**config.mk**
```make
export PLATFORM = sky130hd
export DESIGN_NAME = core_time_tracker
export DESIGN_NICKNAME = d
export VERILOG_FILES = /design/src/rtl/pdes_pkg.sv /design/src/rtl/lowest_zero_enc.sv /design/src/rtl/core_time_tracker.sv
export SDC_FILE = /design/constraint.sdc
export NUM_CORES = 1
export LEC_CHECK = 0
export BUFFER_PORTS_ARGS = -buffer_cell sky130_fd_sc_hd__clkbuf_2
export CAP_MARGIN = 0
export CORE_ASPECT_RATIO = 1.4
export CORE_MARGIN = 4
export CORE_UTILIZATION = 47
export DETAILED_ROUTE_END_ITERATION = 16
export GPL_TIMING_DRIVEN = 0
export PLACE_DENSITY = 0.71
export SYNTH_ARGS = -nofsm -noshare
export SYNTH_HDL_FRONTEND = slang
export SYNTH_SLANG_ARGS = --single-unit
```
**constraint.sdc**
```tcl
create_clock -name clk -period 6.5 [get_ports clk]
set_clock_uncertainty 0.2 [all_clocks]
set_input_delay 0.975 -clock clk [delete_from_list [all_inputs] [get_ports clk]]
set_output_delay 0.975 -clock clk [all_outputs]
set_load 0.05 [all_outputs]
```
**src/rtl/pdes_pkg.sv**
```systemverilog
// pdes_pkg: shared PDES sizing constants and timestamp type
package pdes_pkg;
  localparam int NUM_CORE = 8;
  localparam int TIME_WID = 16;
  localparam int CORE_WID = $clog2(NUM_CORE);
  typedef logic [TIME_WID-1:0] time_t;
endpackage

```
**src/rtl/lowest_zero_enc.sv**
```systemverilog
// lowest_zero_enc: index of the lowest clear bit plus an any-clear flag
module lowest_zero_enc #(
  parameter int N = 8,
  parameter int W = $clog2(N)
) (
  input  logic [N-1:0] vec,
  output logic [W-1:0] idx,
  output logic         any_zero
);
  always_comb begin
    idx = '0;
    any_zero = 1'b0;
    for (int i = N - 1; i >= 0; i--)
      if (!vec[i]) begin
        idx = W'(i);
        any_zero = 1'b1;
      end
  end
endmodule

```
**src/rtl/core_time_tracker.sv**
```systemverilog
// core_time_tracker: per-core busy flags and in-flight event timestamps for GVT
module core_time_tracker #(
  parameter int NUM_CORE = pdes_pkg::NUM_CORE,
  parameter int TIME_WID = pdes_pkg::TIME_WID,
  parameter int CORE_WID = $clog2(NUM_CORE)
) (
  input  logic                         clk,
  input  logic                         rst_n,
  input  logic                         disp_vld,
  input  logic [TIME_WID-1:0]          disp_time,
  output logic                         disp_rdy,
  output logic [CORE_WID-1:0]          disp_core,
  input  logic [NUM_CORE-1:0]          core_done,
  output logic [TIME_WID*NUM_CORE-1:0] core_times,
  output logic [NUM_CORE-1:0]          core_vld,
  output logic [CORE_WID:0]            busy_cnt,
  output logic                         all_idle,
  output logic                         err_done
);
  logic                         any_free;
  logic                         hs;
  logic [NUM_CORE-1:0]          retire;
  logic [NUM_CORE-1:0]          vld_nxt;
  logic [TIME_WID*NUM_CORE-1:0] times_nxt;
  logic [CORE_WID:0]            ret_cnt;

  lowest_zero_enc #(.N(NUM_CORE), .W(CORE_WID)) u_enc (
    .vec     (core_vld),
    .idx     (disp_core),
    .any_zero(any_free)
  );

  assign disp_rdy = rst_n && any_free;
  assign hs       = disp_vld && disp_rdy;
  assign retire   = core_done & core_vld;
  assign all_idle = ~|core_vld;

  // dispatch target is idle, so it never collides with a valid retire
  always_comb begin
    vld_nxt = core_vld & ~retire;
    times_nxt = core_times;
    ret_cnt = '0;
    for (int i = 0; i < NUM_CORE; i++) begin
      if (retire[i]) times_nxt[TIME_WID*i +: TIME_WID] = '0;
      ret_cnt = ret_cnt + (CORE_WID+1)'(retire[i]);
    end
    if (hs) begin
      vld_nxt[disp_core] = 1'b1;
      times_nxt[TIME_WID*int'(disp_core) +: TIME_WID] = disp_time;
    end
  end

  always_ff @(posedge clk or negedge rst_n)
    if (!rst_n) begin
      core_vld   <= '0;
      core_times <= '0;
      busy_cnt   <= '0;
      err_done   <= 1'b0;
    end else begin
      core_vld   <= vld_nxt;
      core_times <= times_nxt;
      busy_cnt   <= busy_cnt + (CORE_WID+1)'(hs) - ret_cnt;
      err_done   <= err_done | (|(core_done & ~core_vld));
    end
endmodule

```
==> results summary <==
The flow ran to the end, and the final reports show no timing, DRC or antenna violations. The number of antenna violations at the first check in global routing is 0. Synthesis produced a netlist whose cell count is 574.

After synthesis, the share of flip-flops with an asynchronous set or reset is 100%. The endpoint arrival time on the critical path came out at 4.48 ns. The launch point of the worst reg-to-reg path is core_vld[4]. The length of the first detailed-routing pass in iterations is 7. The number of H-tree levels came out at 4. The first-iteration detailed-routing DRC count is 203. The placed wire-length estimate after detailed placement came out at 13100 um.

The number of instances resized during post-cts repair came out at 0. The post-route setup TNS came out at 0 ns. The post-synthesis net count is 617.

The critical path goes through clkbuf_2 -> nand2_1 -> clkbuf_1 -> fa_1 -> fa_1 -> inv_1 -> fa_1 -> inv_1 -> fa_1 -> ha_1 -> ha_1 -> xnor2_1 -> xnor2_1. CTS placed an instance of sky130_fd_sc_hd__clkbuf_16 at the clock tree root. The power per standard cell area is 400 nW/um^2. Tracing the worst setup path back leads to its startpoint at core_done[4]. The worst setup path is launched from an input port. The die width is 107 um.

The total global-route track usage is 23.0%. Yosys mapped the design onto 41 distinct sky130hd cell types. The layout cell share with drive strength beyond 1 is 29.7%. The number of buffer cells added on primary ports is 172. The latest clock arrival within the worst-skew pair is 0.41 ns. The final RePlAce weighted congestion is 0.904. The final routed DRC violation total is 0. The height of the die is 146 um.

The via count of the routed design came out at 5086. The final standard cell utilization of the core is 60.8%. The tree built by TritonCTS fans out to 141 sinks. Counting stages on the worst path, the most repeated cell is sky130_fd_sc_hd__fa_1.

Averaged over all synthesized cells, the footprint is 11.2 um^2. The filler cell count is 1165. The largest fanout on the critical path is 10.

The final period utilization came out at 67.6%. The max-slew violation total from the final report was 0. The worst setup path is captured at a register. The net total in the final layout came out at 809.

The largest individual stage delay along the critical path comes from the cell sky130_fd_sc_hd__fa_1. Broken down by cell family, the worst path's largest delay share belongs to adder cells. The area growth from synthesis to layout came out at 27.1%.

Entering global routing, the biggest net connects 123 pins. Setup repair after global routing left no endpoint under its margin. The number of buffers and inverters on the critical path came out at 4. The core area came out at 13400 um^2. In this run the static leakage power is 4.78 nW. The slew at the pin with the worst max-slew slack came out at 0.591 ns. The reported max-cap violation count is 0. The floorplan has 50 rows.

The peak supply drop is 275 uV. The number of clock buffers added by TritonCTS is 17. The register-to-register setup slack came out at 2.34 ns. The number of hold buffers added after CTS came out at 0. The final hold violation count is 0.

The time the worst path needs with I/O delays and setup came out at 4.40 ns. The worst hold slack across all endpoints came out at 0.222 ns. Setup violations remaining at the end of the flow were counted as 0.

The TritonCTS clock tree is done. The worst setup path is of the input port to register kind. The via count of the first global-routing pass is 5579. In this run, synthesis produced a sequential element count of 141. The maximum clock frequency is 0.227 GHz. The mean number of vias per cell came out at 5.29.

In this run the cell area of the synthesized design comes to 6410 um^2. The class of the worst hold path is input port to async pin. The die covers 15600 um^2. The minimum setup slack in the final design is 2.10 ns. The wire length of the first global-routing pass came out at 28200 um.

The number of enable flip-flop cells after synthesis is 0. Data on the critical path is required at its endpoint by 6.59 ns. The path depth of the worst reg2reg path is 12. The I/O pin total came out at 173. The post-CTS setup repair buffer count is 0. The initial core utilization is 47.9%. The antenna cell count is 0.

Summed over all layers, the global routing overflow is 0. OpenSTA, run right after detailed placement, puts the worst setup slack at 1.71 ns. The endpoint of the worst-slack reg-to-reg timing path is busy_cnt[3]. For this run, the leading register cell type out of synthesis is sky130_fd_sc_hd__dfrtp_1. The maximum buffer depth of the clock tree came out at 2.

The largest incremental delay on the critical path is 0.51 ns. The wire length reported by the detailed router is 17400 um. In this run the remaining antenna-violating nets after routing total 0. After clock tree synthesis, the clock-pin slew on the worst setup and hold paths is 0.06 ns. The proportion of synthesized chip area in sequential cells is 55.1%. The relative slew slack came out at 60.6%. Total power for the finished layout comes to 3.25 mW.

The average wire length per cell after detail routing is 18.1 um. The count of warnings emitted by yosys is 0.
stage by stage:
stage / instance area, um^2 / instances
finish: 8140 / 961
global placement: 7500 / 928
CTS: 8140 / 961
floorplan: 6410 / 574
detailed placement: 7530 / 929
global route: 8140 / 961
metal layers:
layer,routed length [um],part of all wire [%],GRT usage (%),up-vias
met3,970,5.6,5.66,42
met4,620,3.6,9.47,0
li1,-,-,-,2336
met1,6450,37,26.0,2505
met2,9330,54,41.0,203
met5,0,0,0,-
power by group:
| part | switching (mW) | leakage (nW) | internal, mW |
|---|---|---|---|
| clock network | 0.377 | 0.290 | 0.616 |
| logic | 0.875 | 2.61 | 0.237 |
| registers | 0.104 | 1.88 | 1.04 |
| total | 1.36 | 4.78 | 1.90 |
layout make-up:
type | count | area [um^2] | area share (%)
flip-flops and latches | 141 | 3530 | 43.3
multi-input cells | 374 | 2580 | 31.7
repair buffers | 173 | 897 | 11.0
clock buffers | 19 | 443 | 5.44
well taps | 182 | 228 | 2.80
plain buffers | 27 | 181 | 2.23
clock inverters | 13 | 166 | 2.04
inverters | 32 | 120 | 1.48
worst register-to-register path, cell delays in order (launching register included):
cell and delay [ns]:
sky130_fd_sc_hd__dfrtp_1 0.42, sky130_fd_sc_hd__nand2_1 0.27, sky130_fd_sc_hd__clkbuf_1 0.35, sky130_fd_sc_hd__fa_1 0.51
sky130_fd_sc_hd__fa_1 0.51, sky130_fd_sc_hd__inv_1 0.05, sky130_fd_sc_hd__fa_1 0.36, sky130_fd_sc_hd__inv_1 0.08
sky130_fd_sc_hd__fa_1 0.42, sky130_fd_sc_hd__ha_1 0.31, sky130_fd_sc_hd__ha_1 0.22, sky130_fd_sc_hd__xnor2_1 0.23
sky130_fd_sc_hd__xnor2_1 0.11
worst max path at each step:
stage	depth (start not counted)	end
3_5_place_dp	13	busy_cnt[3]
5_1_grt	13	busy_cnt[3]
2_1_floorplan	12	busy_cnt[3]
4_1_cts	13	busy_cnt[3]
6_report	13	busy_cnt[3]
3_3_place_gp	6	core_times[73]
layout by cell type, fill, tap and decap left out, types with 6 or more instances in the layout:
cell type	n
sky130_fd_sc_hd__clkbuf_2	171
sky130_fd_sc_hd__nand2_1	159
sky130_fd_sc_hd__dfrtp_1	141
sky130_fd_sc_hd__mux2i_1	113
sky130_fd_sc_hd__inv_1	30
sky130_fd_sc_hd__o21ai_0	17
sky130_fd_sc_hd__clkbuf_16	17
sky130_fd_sc_hd__or4_1	16
sky130_fd_sc_hd__clkbuf_1	14
sky130_fd_sc_hd__buf_6	10
sky130_fd_sc_hd__ha_1	10
sky130_fd_sc_hd__fa_1	6
synth_stat cells (all sizes together) (2+ instances only):
library cell | number | area (um^2)
o22ai | 4 | 25.0
nor4 | 4 | 37.5
a21oi | 2 | 10.0
fa | 6 | 120
o21ai | 20 | 108
nand2 | 160 | 603
xnor2 | 3 | 26.3
ha | 10 | 125
mux2i | 113 | 1130
clkbuf | 13 | 48.8
a211o | 2 | 17.5
nand3 | 3 | 15.0
dfrtp | 141 | 3530
or4 | 16 | 120
nor2b | 3 | 18.8
nor2 | 5 | 26.3
o21a | 2 | 15.0
inv | 32 | 120
buf | 14 | 133
and4 | 2 | 17.5
o32ai | 2 | 17.5
nand4 | 6 | 56.3
cells by family after synthesis:
group           count (synthesis)  share of synthesized area [%]
fa+ha+maj                      16                           3.83
mux                           113                           17.7
xor+xnor                        3                          0.410
flops                         141                           55.1
simple gates                  205                           14.6
buf+inv                        59                           4.71
compound gates                 37                           3.75
sequential cells by signal, summed over array words and instances (netlist names):
name        cells
core_times    128
busy_cnt        4
core_vld        8
err_done        1
No activity file was read; power rests on OpenSTA's default activity.
